File: config.mk
export PLATFORM = sky130hd
export DESIGN_NAME = camera_downsampler
export DESIGN_NICKNAME = d
export VERILOG_FILES = /design/src/rtl/camera_downsampler.sv
export SDC_FILE = /design/constraint.sdc
export NUM_CORES = 1
export LEC_CHECK = 0
export ABC_AREA = 1
export CAP_MARGIN = 15
export CORE_ASPECT_RATIO = 1.2
export CORE_MARGIN = 5
export CORE_UTILIZATION = 50
export CTS_CLUSTER_SIZE = 10
export DETAILED_ROUTE_END_ITERATION = 10
export PLACE_DENSITY_LB_ADDON = 0.08
export SLEW_MARGIN = 15
export SYNTH_ARGS = -nofsm -noshare
export SYNTH_HDL_FRONTEND = slang
export SYNTH_SLANG_ARGS = --single-unit
export TNS_END_PERCENT = 30
File: constraint.sdc
create_clock -name CLK -period 3.5 [get_ports CLK]
set_input_delay 0.7 -clock CLK [delete_from_list [all_inputs] [get_ports CLK]]
set_output_delay 0.7 -clock CLK [all_outputs]
set_load 0.03 [all_outputs]
File: src/rtl/camera_downsampler.sv
// rtl/camera_downsampler.sv - OV7670 RGB565 byte stream to RGB332 frame-buffer writer
module camera_downsampler #(
    parameter int SCREEN_WIDTH  = 176,
    parameter int SCREEN_HEIGHT = 144,
    parameter int ADDR_W        = 15
) (
    input  logic              CLK,
    input  logic              RESET,
    input  logic [7:0]        CAM_DATA,
    input  logic              CAM_HREF,
    input  logic              CAM_VSYNC,
    output logic [7:0]        PIXEL_OUT,
    output logic [ADDR_W-1:0] WRITE_ADDRESS,
    output logic              W_EN,
    output logic              FRAME_DONE
);

    localparam int X_W = $clog2(SCREEN_WIDTH + 1);
    localparam int Y_W = $clog2(SCREEN_HEIGHT + 1);
    localparam logic [X_W-1:0] X_MAX = X_W'(SCREEN_WIDTH);
    localparam logic [Y_W-1:0] Y_MAX = Y_W'(SCREEN_HEIGHT);

    typedef enum logic {FIRST, SECOND} byte_state_t;

    byte_state_t       state;
    logic [7:0]        hi_byte;
    logic [X_W-1:0]    x;
    logic [Y_W-1:0]    y;
    logic              href_d;
    logic              vsync_d;
    logic [ADDR_W-1:0] wr_addr;
    logic              in_bounds;

    assign wr_addr   = ADDR_W'(y) * ADDR_W'(SCREEN_WIDTH) + ADDR_W'(x);
    assign in_bounds = (x < X_MAX) && (y < Y_MAX);

    // Byte pairing, X/Y position tracking and registered write/frame strobes
    always_ff @(posedge CLK) begin
        if (RESET) begin
            state         <= FIRST;
            hi_byte       <= 8'h00;
            x             <= '0;
            y             <= '0;
            href_d        <= 1'b0;
            vsync_d       <= 1'b0;
            PIXEL_OUT     <= 8'h00;
            WRITE_ADDRESS <= '0;
            W_EN          <= 1'b0;
            FRAME_DONE    <= 1'b0;
        end else begin
            href_d     <= CAM_HREF;
            vsync_d    <= CAM_VSYNC;
            W_EN       <= 1'b0;
            FRAME_DONE <= 1'b0;

            if (CAM_VSYNC) begin
                // Blanking: position is parked at the origin; the rising edge flags end of frame
                if (!vsync_d) begin
                    FRAME_DONE <= 1'b1;
                end
                x     <= '0;
                y     <= '0;
                state <= FIRST;
            end else if (href_d && !CAM_HREF) begin
                // End of line: an odd trailing byte is dropped by restarting at FIRST
                x     <= '0;
                state <= FIRST;
                if (y < Y_MAX) begin
                    y <= y + 1'b1;
                end
            end else if (CAM_HREF) begin
                if (state == FIRST) begin
                    hi_byte <= CAM_DATA;
                    state   <= SECOND;
                end else begin
                    PIXEL_OUT <= {hi_byte[7:5], hi_byte[2:0], CAM_DATA[4:3]};
                    state     <= FIRST;
                    if (in_bounds) begin
                        WRITE_ADDRESS <= wr_addr;
                        W_EN          <= 1'b1;
                    end
                    if (x < X_MAX) begin
                        x <= x + 1'b1;
                    end
                end
            end
        end
    end

endmodule

==> results of run 1 <==
[routing by layer]
| metal | wire length [microns] | vias up |
|---|---|---|
| met2 | 2990 | 32 |
| met1 | 2550 | 1136 |
| met4 | 70 | 0 |
| met3 | 214 | 6 |
| met5 | 0 | - |
| li1 | - | 1323 |
[area by class of cell]
class                      instances  area, sq um
inverter                          65          244
multi-input combinational        270         1600
sequential                        50         1000
fill                             521         2230
timing repair buffer              37          368
clock buffer                       6         72.6
clock inverter                     2         37.5
tap                               64         80.1
[how the worst max path moves through the flow]
stage                      start                             end  slack, ns  cells past startpoint
2_1_floorplan  y[0]$_SDFFE_PP0P_  WRITE_ADDRESS[14]$_SDFFE_PP0P_       0.99                     13
3_3_place_gp   y[0]$_SDFFE_PP0P_  WRITE_ADDRESS[14]$_SDFFE_PP0P_       0.84                     13
3_5_place_dp            CAM_HREF  WRITE_ADDRESS[11]$_SDFFE_PP0P_       0.77                      8
4_1_cts        y[0]$_SDFFE_PP0P_  WRITE_ADDRESS[14]$_SDFFE_PP0P_       0.80                     13
5_1_grt        y[0]$_SDFFE_PP0P_  WRITE_ADDRESS[14]$_SDFFE_PP0P_       0.56                     14
6_report       y[2]$_SDFFE_PP0P_  WRITE_ADDRESS[14]$_SDFFE_PP0P_       0.82                     13
[where the power goes]
| part | total (mW) | internal, mW | leakage [nW] | switching [mW] |
|---|---|---|---|---|
| Combinational | 0.0881 | 0.0369 | 1.13 | 0.0512 |
| Clock | 0.400 | 0.213 | 0.0514 | 0.187 |
| Sequential | 0.588 | 0.582 | 0.406 | 0.00600 |
| Total | 1.08 | 0.832 | 1.59 | 0.244 |
[worst max-delay path, delay by kind of cell, from the launching register on]
family          cells  cell delay [ns]
simple gates        6             0.55
flops               1             0.42
compound gates      2             0.14
buf+inv             1             0.06
fa+ha+maj           4             1.38
[stage by stage]
step	cell area [sq um]	worst slack [ns]	utilization	hold WS, ns
final	3400	0.820	0.604	0.399
after global routing	3400	0.556	0.604	0.422
after CTS	3400	0.801	0.604	0.400
after detailed placement	3290	0.769	0.584	0.385
after global placement	3290	0.844	0.584	0.379
after floorplan	2870	0.990	-	0.373
[placed cells by master, fill, tap and decap left out, types with 6 or more instances in the layout]
cell type        Yosys  routed
fa_1                 6       6
o21ai_0             29      29
inv_1               61      61
nand2_2             10      10
nand2_1             55      55
ha_1                24      24
clkdlybuf4s50_1      0      36
dfxtp_1             50      50
nor2_1              56      56
nand3_1             21      21
a21oi_1             34      34
[state kept, by name, indices dropped and copies added (netlist names)]
name	cells
WRITE_ADDRESS	15
PIXEL_OUT	8
x	8
y	8
hi_byte	6
FRAME_DONE	1
W_EN	1
href_d	1
state	1
vsync_d	1
[cells by family after synthesis]
family | Yosys count | synth area share
flip-flops | 50 | 0.348
AO/OA/AOI/OAI | 70 | 0.126
XOR/XNOR | 6 | 0.0183
buffers and inverters | 71 | 0.0966
adder cells (fa/ha/maj) | 30 | 0.146
AND/OR/NAND/NOR | 164 | 0.265
==> out/qor.txt, run 1 <==
POWER
----------------------------------------------------------------------------------------
Power per Cell Area                                                          317 nW/um^2
Overall power after layout                                                       1.08 mW
Leakage power                                                                    1.59 nW
Peak ir drop on the vdd network                                                 0.189 mV

PLACEMENT
----------------------------------------------------------------------------------------
Input/output buffers                                                                  36
Placer's final routability congestion estimate                                     0.809
Total placed cells including tap cells                                               486
Total half-perimeter wirelength after legalization and detailed placement        4.70 mm

DIE
----------------------------------------------------------------------------------------
Vertical die dimension                                                      93.1 microns
Standard cell core area                                                       5630 sq um
Count of pins on the block boundary                                                   37
Initial cell density of the core                                                   0.510
Area enclosed by the die boundary                                             7370 sq um
Die X                                                                       79.2 microns
Row cnt                                                                               30

SYNTH
----------------------------------------------------------------------------------------
Count of flip-flops with a built-in enable after synthesis                             0
Commonest cells in the netlist                                              61 x inv_1, 56 x nor2_1, 55 x nand2_1
Most frequently used flop master after synthesis                                 dfxtp_1
Synthesized flop and latch total                                                      50
Post-Synthesis Net Count                                                             433
Syn. warnings                                                                          0
Async set or reset register ratio after synthesis                                      0
Post-synthesis area per instance                                              7.35 sq um
Library cells used by synthesis                                                       30
Post-Syn Area                                                                 2870 sq um
Most used standard cell by instance count after synthesis                          inv_1
Sequential share of the synthesized area                                           0.348
Library cell occupying the most area in the post-synthesis netlist               dfxtp_1
Synth area leaders                                                          dfxtp_1 35%, ha_1 10%, inv_1 8.0%
Share of the synthesized area in the top cell type                                 0.348
Mapped Cells                                                                         391

ROUTING
----------------------------------------------------------------------------------------
WL per Instance                                                             11.8 microns
Vias                                                                                2497
Detailed Route WL                                                                5.82 mm
Number of violations reported at the end of detailed-routing iteration 0              71
Number of search-and-repair iterations in the first detailed-routing pass              4
Post-DRT Antenna Nets                                                                  0
Per-cell via count in the routed design                                             5.05
Count of unresolved DRC violations after routing                                       0

RUN STATUS
----------------------------------------------------------------------------------------
Status                                                                      finished clean

STA
----------------------------------------------------------------------------------------
Final Hold Fails                                                                       0
Count of endpoints failing setup in the final report                                   0
Worst setup skew after layout                                                 0.00811 ns
Relative slew margins                                                              0.646
RSZ-0062 raised after global routing                                               false
Highest Clock Rate                                                               373 MHz
Total Negative Setup Slacks                                                         0 ns
Slew Viols, Final                                                                      0
Final critical-path required period                                              2.68 ns
Period utilization                                                                 0.766
Transition time at the pin with the least slew margin                           0.531 ns

LAYOUT
----------------------------------------------------------------------------------------
Layout cells sized above 1                                                        0.0837
Non-filler instance count after layout                                               494
Final antenna diode count                                                              0
Number of nets in the layout                                                         471
Area Growth Syn to Fin                                                             18.2%

GLOBAL ROUTING
----------------------------------------------------------------------------------------
Met3 track demand over resource                                                   0.0318
Wire length of the first global-routing pass                                     9.86 mm
GRT met1 Usage                                                                     0.190
Number of global-route vias before repair                                           2254
Layer with the highest usage                                                        met2
Remaining global-route overflow                                                        0
Maximum number of pins on one net before global-route repair                          25
GR Util met2                                                                       0.308
Number of antenna violations at the first check in global routing                      0
GR Util All Layers                                                                 0.166

WORST HOLD PATH
----------------------------------------------------------------------------------------
Worst Min Path Start                                                        vsync_d$_SDFF_PP0_
WHS Path Cells                                                                         1
Hold Path End                                                               FRAME_DONE$_SDFF_PP0_
Hold Path Class                                                               reg -> reg

SETUP PATH
----------------------------------------------------------------------------------------
R2r worst-path depth                                                                  13
Worst Path Class, Setup                                                       reg -> reg
Critical path peak fanout                                                              5
List of cells traversed by the critical path                                ha_1 > ha_1 > fa_1 > ha_1 > nand2_1 > inv_1 > a21oi_2 > nor2_4 > nand3_2 > nor2_2 > a21oi_1 > nor2_1 > nor2_1
Worst r2r dst                                                               WRITE_ADDRESS[14]$_SDFFE_PP0P_
Critical Path Sink Type                                                             flop
Crit-path max cell delay                                                         0.46 ns
Most prevalent standard cell on the critical path                                   ha_1
Crit start category                                                                 flop
Startpoint of the worst register-to-register path                           y[2]$_SDFFE_PP0P_
Req. time, crit path                                                             3.70 ns
Worst path arrival time                                                          2.88 ns
Crit path max-delay cell type                                                       fa_1
Register-to-register path setup slack                                            0.82 ns

CLOCK TREE
----------------------------------------------------------------------------------------
Root cell of the clock tree                                                     clkbuf_8
# clock sinks                                                                         50
Total of hold buffers inserted after clock tree synthesis                              0
Setup bufs post-CTS                                                                    0
CTS clk-pin slew, worst paths                                                    0.09 ns
Clock H-tree levels                                                                    2
Inserted Clock Buffers                                                                 5
Clk_lat worst skew                                                               0.30 ns
CTS-repair resized insts                                                               0
CTS tree                                                                             yes
Maximum clock insertion buffer count                                                   2

JOB
----------------------------------------------------------------------------------------
Number of violations of the max-capacitance limit                                      0

(Power assumes the default switching activity.)
==> run 2: changes to the inputs <==
==> constraint.sdc (replaced) <==
create_clock -name CLK -period 2.6 [get_ports CLK]
set_input_delay 0.52 -clock CLK [delete_from_list [all_inputs] [get_ports CLK]]
set_output_delay 0.52 -clock CLK [all_outputs]
set_load 0.03 [all_outputs]
==> run 2 against run 1 <==
  * Critical path depth unchanged
  * Critical endpoint is now WRITE_ADDRESS[12]$_SDFFE_PP0P_
  * Global-route usage up 0.61 points
  * Sequential power up 34%
  * Highest routed layer unchanged
  * Largest cell class unchanged
  * Critical path type unchanged
==> out/qor.txt, run 2 (synthesis results as in run 1) <==
CLOCK TREE
----------------------------------------------------------------------------------------
Clk_lat worst skew                                                               0.31 ns   about the same
Clock H-tree levels                                                                    2   unchanged
# clock sinks                                                                         50   unchanged
CTS tree                                                                             yes
Inserted Clock Buffers                                                                 5   unchanged
Root cell of the clock tree                                                     clkbuf_8
Total of hold buffers inserted after clock tree synthesis                              0   unchanged
Maximum clock insertion buffer count                                                   2   unchanged
CTS clk-pin slew, worst paths                                                    0.09 ns   about the same

STA
----------------------------------------------------------------------------------------
Final critical-path required period                                              2.53 ns   -0.152 ns
RSZ-0062 raised after global routing                                                true
Period utilization                                                                 0.972   +0.207
Fin worst setup slack                                                          0.0719 ns   -0.748 ns
Highest Clock Rate                                                               396 MHz   +6.0%
Transition time at the pin with the least slew margin                           0.537 ns   +0.00628 ns
Relative slew margins                                                              0.642   -0.00419
Worst setup skew after layout                                                  0.0108 ns   +0.00270 ns
Worst hold slack                                                                0.404 ns   +0.00445 ns
Total Negative Setup Slacks                                                         0 ns   unchanged
Final Hold Fails                                                                       0   unchanged
Slew Viols, Final                                                                      0   unchanged
Count of endpoints failing setup in the final report                                   0   unchanged

LAYOUT
----------------------------------------------------------------------------------------
Share of the core filled with cells in the final layout                            0.643   +0.0398
Most frequent standard cell in the layout excluding fill and tap cells             inv_1
Final instance area                                                           3620 sq um   +6.6%
Register name with the most flops                                           WRITE_ADDRESS
Fill cell count                                                                      522   +0.19%
Commonest non-fill, non-tap cells in the layout                             61 x inv_1, 56 x nor2_1, 52 x nand2_1, 45 x dfxtp_1, 36 x clkdlybuf4s50_1
Area Growth Syn to Fin                                                             26.0%
Number of nets in the layout                                                         481   +2.1%
Final antenna diode count                                                              0   unchanged
Layout cells sized above 1                                                         0.155   +0.0708
Flip-flop count of the largest register after layout                                  15   unchanged

SETUP PATH
----------------------------------------------------------------------------------------
Worst path arrival time                                                          2.74 ns   -0.14 ns
Crit path max-delay cell type                                                       fa_1
Critical path peak fanout                                                              4   -1
List of cells traversed by the critical path                                ha_4 > ha_4 > fa_1 > ha_4 > nand2_1 > nand2_1 > a21oi_2 > nor2_4 > nand3_2 > o21bai_1 > nand3_1 > nand2_1 > inv_1
Crit start category                                                                 flop
Crit-path max cell delay                                                         0.46 ns   about the same
Critical Path Sink Type                                                             flop
Worst Path Class, Setup                                                       reg -> reg
Req. time, crit path                                                             2.81 ns   -0.89 ns
R2r worst-path depth                                                                  13   unchanged

DIE
----------------------------------------------------------------------------------------
Die X                                                                       79.2 microns   unchanged
Initial cell density of the core                                                   0.510   unchanged
Vertical die dimension                                                      93.1 microns   unchanged
Area enclosed by the die boundary                                             7370 sq um   unchanged
Count of pins on the block boundary                                                   37   unchanged
Row cnt                                                                               30   unchanged
Standard cell core area                                                       5630 sq um   unchanged

POWER
----------------------------------------------------------------------------------------
Net switching power                                                             0.352 mW   +44%
Internal power                                                                   1.12 mW   +35%
Combinational power share                                                          0.083   about the same
Sw Share                                                                           0.239   +0.0120
Share of total power in sequential cells                                           0.535   -0.011
Peak ir drop on the vdd network                                                 0.212 mV   +12%
Share of power burned in the clock network                                         0.381   +0.009
Leakage power                                                                    1.63 nW   +2.7%
Power per Cell Area                                                          407 nW/um^2   +29%

ROUTING
----------------------------------------------------------------------------------------
Detailed Route WL                                                                6.08 mm   +4.5%
Number of search-and-repair iterations in the first detailed-routing pass              5   +1
Count of unresolved DRC violations after routing                                       0   unchanged
Per-cell via count in the routed design                                             4.93   -2.4%
WL per Instance                                                             12.1 microns   +2.4%
Post-DRT Antenna Nets                                                                  0   unchanged
Number of violations reported at the end of detailed-routing iteration 0             129   +82%
Vias                                                                                2487   -0.40%

WORST HOLD PATH
----------------------------------------------------------------------------------------
Hold Path Class                                                               reg -> reg
WHS Path Cells                                                                         1   unchanged

PLACEMENT
----------------------------------------------------------------------------------------
Post-placement cell area                                                      3360 sq um   +2.3%
Input/output buffers                                                                  36   unchanged
Placer's final routability congestion estimate                                     0.849   +4.9%
Worst setup timing slack at the placement stage                               -0.0266 ns   -0.795 ns
Total half-perimeter wirelength after legalization and detailed placement        4.76 mm   +1.4%

GLOBAL ROUTING
----------------------------------------------------------------------------------------
GR Util All Layers                                                                 0.172   +0.00610
Remaining global-route overflow                                                        0   unchanged
Number of global-route vias before repair                                           2304   +2.2%
Wire length of the first global-routing pass                                     10.2 mm   +3.1%
Number of antenna violations at the first check in global routing                      0   unchanged
Maximum number of pins on one net before global-route repair                          25   unchanged

JOB
----------------------------------------------------------------------------------------
Number of violations of the max-capacitance limit                                      0   unchanged

RUN STATUS
----------------------------------------------------------------------------------------
Status                                                                      finished clean

[run 2: final cells by class]
class	instances	area, sq um	area share
multi-input combinational	270	1730	0.478
sequential	50	1010	0.279
timing repair buffer	47	443	0.122
inverter	65	244	0.0674
tap	64	80.1	0.0221
clock buffer	5	68.8	0.0190
clock inverter	3	43.8	0.0121
[run 2: per-stage QoR]
step | cells | power (mW)
after detailed placement | 496 | 0.930
after floorplan | 391 | 0.878
final | 504 | 1.48
after CTS | 504 | 1.49
after global routing | 504 | 1.54
after global placement | 496 | 0.929
[run 2: power groups by stage]
stage          Clock (mW)  Sequential, mW  Combinational [mW]
2_1_floorplan           0           0.826              0.0521
3_3_place_gp            0           0.809               0.120
3_5_place_dp            0           0.810               0.121
4_1_cts             0.575           0.792               0.122
5_1_grt             0.605           0.793               0.138
6_report            0.562           0.790               0.123
[run 2: repair_timing]
action                     CTS  global route
setup endpoints to repair    4             6
buffers inserted             0             0
pin swaps                    1             9
gates resized for setup      4            22
[run 2: critical path, delay by kind of cell, from the launching register on]
kind,cells,cell delay [ns]
simple gates,6,0.54
compound gates,2,0.18
fa+ha+maj,4,1.28
flops,1,0.38
buf+inv,1,0.04
[run 2: path summary, 6_finish.rpt]
| kind | startpoint | end | slack [ns] |
|---|---|---|---|
| max | y[2]$_SDFFE_PP0P_ | WRITE_ADDRESS[12]$_SDFFE_PP0P_ | 0.07 |
| min | vsync_d$_SDFF_PP0_ | FRAME_DONE$_SDFF_PP0_ | 0.40 |
| max reg2reg | y[2]$_SDFFE_PP0P_ | WRITE_ADDRESS[12]$_SDFFE_PP0P_ | 0.07 |
| min reg2reg | vsync_d$_SDFF_PP0_ | FRAME_DONE$_SDFF_PP0_ | 0.40 |
[run 2: routing by layer]
metal  vias to the layer above  track usage  part of all wire
li1                       1338            -                 -
met1                      1105        0.204              0.45
met2                        37        0.305              0.50
met3                         7       0.0328             0.035
met4                         0       0.0645             0.013
met5                         -            0                 0
==> run 3: changes to the inputs <==
--- a/config.mk
+++ b/config.mk
@@ -5,11 +5,12 @@
 export SDC_FILE = /design/constraint.sdc
 export NUM_CORES = 1
 export LEC_CHECK = 0
-export ABC_AREA = 1
 export CAP_MARGIN = 15
+export CELL_PAD_IN_SITES_DETAIL_PLACEMENT = 1
+export CELL_PAD_IN_SITES_GLOBAL_PLACEMENT = 2
 export CORE_ASPECT_RATIO = 1.2
 export CORE_MARGIN = 5
-export CORE_UTILIZATION = 50
+export CORE_UTILIZATION = 34
 export CTS_CLUSTER_SIZE = 10
 export DETAILED_ROUTE_END_ITERATION = 10
 export PLACE_DENSITY_LB_ADDON = 0.08
==> run 3 against run 2 <==
  * Clock skew down 0.0068 ns
  * Critical path depth down 3
  * Sequential power shrank 1%
  * Highest routed layer unchanged
  * The flow now finishes with violations (setup timing)
  * Clock-buffer cell count increased by 1
  * Maximum frequency shrank 8.7%
==> out/qor.txt, run 3 <==
RUN STATUS
----------------------------------------------------------------------------------------
Status                                                                      finished, violations left
Violations in the final reports                                             setup timing

POWER
----------------------------------------------------------------------------------------
Net switching power                                                             0.320 mW   -9.0%
Share of total power in sequential cells                                           0.547   +0.012
Leakage power                                                                    1.53 nW   -6.1%
Internal power                                                                   1.11 mW   -1.4%
Peak ir drop on the vdd network                                                 0.183 mV   -14%
Sw Share                                                                           0.224   -0.0144
Share of power burned in the clock network                                         0.387   +0.006
Power per Cell Area                                                          382 nW/um^2   -6.3%
Combinational power share                                                          0.067   -0.016

CLOCK TREE
----------------------------------------------------------------------------------------
Clk_lat worst skew                                                               0.30 ns   about the same
Maximum clock insertion buffer count                                                   2   unchanged
CTS tree                                                                             yes
Root cell of the clock tree                                                     clkbuf_8
Inserted Clock Buffers                                                                 5   unchanged
CTS clk-pin slew, worst paths                                                    0.09 ns   about the same
# clock sinks                                                                         50   unchanged
Clock H-tree levels                                                                    2   unchanged

STA
----------------------------------------------------------------------------------------
Final Hold Fails                                                                       0   unchanged
Transition time at the pin with the least slew margin                           0.387 ns   -0.150 ns
Period utilization                                                                  1.07   +0.0932
Highest Clock Rate                                                               361 MHz   -8.7%
Relative slew margins                                                              0.742   +0.100
Fin worst setup slack                                                          -0.170 ns   -0.242 ns
Worst hold slack                                                                0.390 ns   -0.0143 ns
Worst setup skew after layout                                                 0.00401 ns   -0.00680 ns
Count of endpoints failing setup in the final report                                   4   +4
Slew Viols, Final                                                                      0   unchanged
RSZ-0062 raised after global routing                                                true
Final critical-path required period                                              2.77 ns   +0.242 ns

GLOBAL ROUTING
----------------------------------------------------------------------------------------
Wire length of the first global-routing pass                                     11.3 mm   +12%
Number of global-route vias before repair                                           2450   +6.3%
GR Util All Layers                                                                 0.141   -0.0308
Remaining global-route overflow                                                        0   unchanged
Maximum number of pins on one net before global-route repair                          21   -16%
Number of antenna violations at the first check in global routing                      0   unchanged

ROUTING
----------------------------------------------------------------------------------------
Post-DRT Antenna Nets                                                                  0   unchanged
Per-cell via count in the routed design                                             4.85   -1.7%
Detailed Route WL                                                                6.50 mm   +6.8%
WL per Instance                                                             13.7 microns   +13%
Vias                                                                                2304   -7.4%
Number of search-and-repair iterations in the first detailed-routing pass              2   -3
Number of violations reported at the end of detailed-routing iteration 0              18   -86%
Count of unresolved DRC violations after routing                                       0   unchanged

SYNTH
----------------------------------------------------------------------------------------
Post-synthesis area per instance                                              9.01 sq um   +23%
Share of the synthesized area in the top cell type                                 0.363   +0.0149
Mapped Cells                                                                         306   -22%
Xor and xnor fraction of the mapped netlist area                                  0.0885   +0.0702
Compound-cell area share of the yosys netlist                                      0.118   -0.00780
Sequential share of the synthesized area                                           0.363   +0.0149
Post-Synth Adder-Cell Area                                                         0.153   +0.00624
Synth area leaders                                                          dfxtp_1 36%, ha_1 11%, nand2_1 5.4%
Dominant combinational cell family by area after synthesis                  simple AND/OR/NAND/NOR gates
Post-Syn Area                                                                 2760 sq um   -4.1%
Most frequently used flop master after synthesis                                 dfxtp_1
Count of flip-flops with a built-in enable after synthesis                             0   unchanged
Commonest cells in the netlist                                              50 x dfxtp_1, 40 x nand2_1, 39 x nor2_1
Synth Area in Simple Gates                                                         0.203   -0.0613
Most used standard cell by instance count after synthesis                        dfxtp_1
Library cells used by synthesis                                                       44   +47%
Async set or reset register ratio after synthesis                                      0   unchanged
Synthesized flop and latch total                                                      50   unchanged
Syn. warnings                                                                          0   unchanged
Proportion of synthesized area in mux cells                                       0.0363   +0.0363
Post-Synthesis Net Count                                                             348   -20%
Library cell occupying the most area in the post-synthesis netlist               dfxtp_1

LAYOUT
----------------------------------------------------------------------------------------
Number of nets in the layout                                                         421   -12%
Storage element area                                                          1010 sq um   unchanged
Area Growth Syn to Fin                                                             35.7%
Commonest non-fill, non-tap cells in the layout                             45 x dfxtp_1, 40 x nand2_1, 40 x buf_4, 38 x nor2_1, 36 x clkdlybuf4s50_1
Flip-flop count of the largest register after layout                                  15   unchanged
Register name with the most flops                                           WRITE_ADDRESS
Fill cell count                                                                      927   +78%
Final antenna diode count                                                              0   unchanged
Most frequent standard cell in the layout excluding fill and tap cells           dfxtp_1
Area of the multi-input gates                                                 1780 sq um   +2.6%
Share of the core filled with cells in the final layout                            0.467   -0.177
Layout cells sized above 1                                                         0.218   +0.0639

PLACEMENT
----------------------------------------------------------------------------------------
Input/output buffers                                                                  36   unchanged
Total half-perimeter wirelength after legalization and detailed placement        5.22 mm   +9.6%
Placer's final routability congestion estimate                                     0.740   -13%

DIE
----------------------------------------------------------------------------------------
Row cnt                                                                               36   +20%
Vertical die dimension                                                       109 microns   +17%
Initial cell density of the core                                                   0.344   -0.167
Area enclosed by the die boundary                                            10000 sq um   +36%
Count of pins on the block boundary                                                   37   unchanged
Die X                                                                       92.2 microns   +16%
Standard cell core area                                                       8020 sq um   +42%

SETUP PATH
----------------------------------------------------------------------------------------
Critical path peak fanout                                                              4   unchanged
Worst path arrival time                                                          2.96 ns   +0.22 ns
Req. time, crit path                                                             2.79 ns   -0.02 ns
Critical Path Sink Type                                                             flop
Worst Path Class, Setup                                                       reg -> reg
Crit start category                                                                 flop

WORST HOLD PATH
----------------------------------------------------------------------------------------
Hold Path Class                                                               reg -> reg

JOB
----------------------------------------------------------------------------------------
Number of violations of the max-capacitance limit                                      0   unchanged

-- run 3: critical path: stages (launching register included) --
cell and delay, ns:
dfxtp_4 0.37, ha_4 0.24, fa_1 0.58, ha_4 0.22
a211oi_4 0.26, nor3b_2 0.10, o21a_1 0.18, o31a_4 0.30
nand3b_4 0.09, mux2i_1 0.19, o311ai_1 0.11
-- run 3: path summary, 6_finish.rpt --
check                                   startpoint                             end  slack (ns)  depth (start not counted)
worst max register to register   y[1]$_SDFFE_PP0P_  WRITE_ADDRESS[14]$_SDFFE_PP0P_       -0.17                         10
worst min register to register  vsync_d$_SDFF_PP0_           FRAME_DONE$_SDFF_PP0_        0.39                          1
worst min-delay path            vsync_d$_SDFF_PP0_           FRAME_DONE$_SDFF_PP0_        0.39                          1
worst max-delay path             y[1]$_SDFFE_PP0P_  WRITE_ADDRESS[14]$_SDFFE_PP0P_       -0.17                         10
-- run 3: stage by stage --
step	cells	TNS [ns]	worst slack [ns]	instance area [sq um]	total power, mW
finish	475	-0.613	-0.170	3740	1.43
global route	475	-1.31	-0.336	3740	1.50
CTS	472	-0.384	-0.161	3670	1.45
global placement	463	-0.221	-0.110	3530	0.895
detailed placement	463	-0.400	-0.169	3530	0.897
floorplan	306	-0.0000828	-0.0000828	2820	0.850
-- run 3: layout make-up --
class,count,share of cell area
inverters,17,0.0171
flip-flops and latches,50,0.271
well taps,95,0.0318
clock buffers,6,0.0194
clock inverters,2,0.0100
repair buffers,76,0.177
multi-input cells,229,0.475
-- run 3: cells by family (layout without fill, tap and decap cells) --
logic type | count (synthesis) | after routing
xor gates and xnor gates | 27 | 27
buffers and inverters | 27 | 101
muxes | 10 | 10
adders and majority gates | 30 | 30
AOI/OAI and AO/OA | 45 | 45
DFF | 50 | 50
and+or+nand+nor | 117 | 117
-- run 3: per-layer routing --
| metal | global-route usage | vias to the layer above | share of wire |
|---|---|---|---|
| li1 | - | 1171 | - |
| met3 | 0.0214 | 6 | 0.021 |
| met5 | 0 | - | 0 |
| met2 | 0.272 | 24 | 0.54 |
| met4 | 0.0414 | 0 | 0.012 |
| met1 | 0.160 | 1103 | 0.43 |
-- run 3: power by group through the flow --
stage	Combinational, mW	Sequential (mW)	Clock, mW
4_1_cts	0.0971	0.783	0.573
5_1_grt	0.105	0.782	0.608
2_1_floorplan	0.0430	0.807	0
3_5_place_dp	0.0962	0.801	0
6_report	0.0951	0.780	0.552
3_3_place_gp	0.0952	0.800	0
-- run 3: timing repair --
action,4_1_cts,5_1_grt
setup endpoints to repair,6,6
resized for setup,3,9
setup buffers,1,3
hold buffers,0,0
pin swaps,2,7
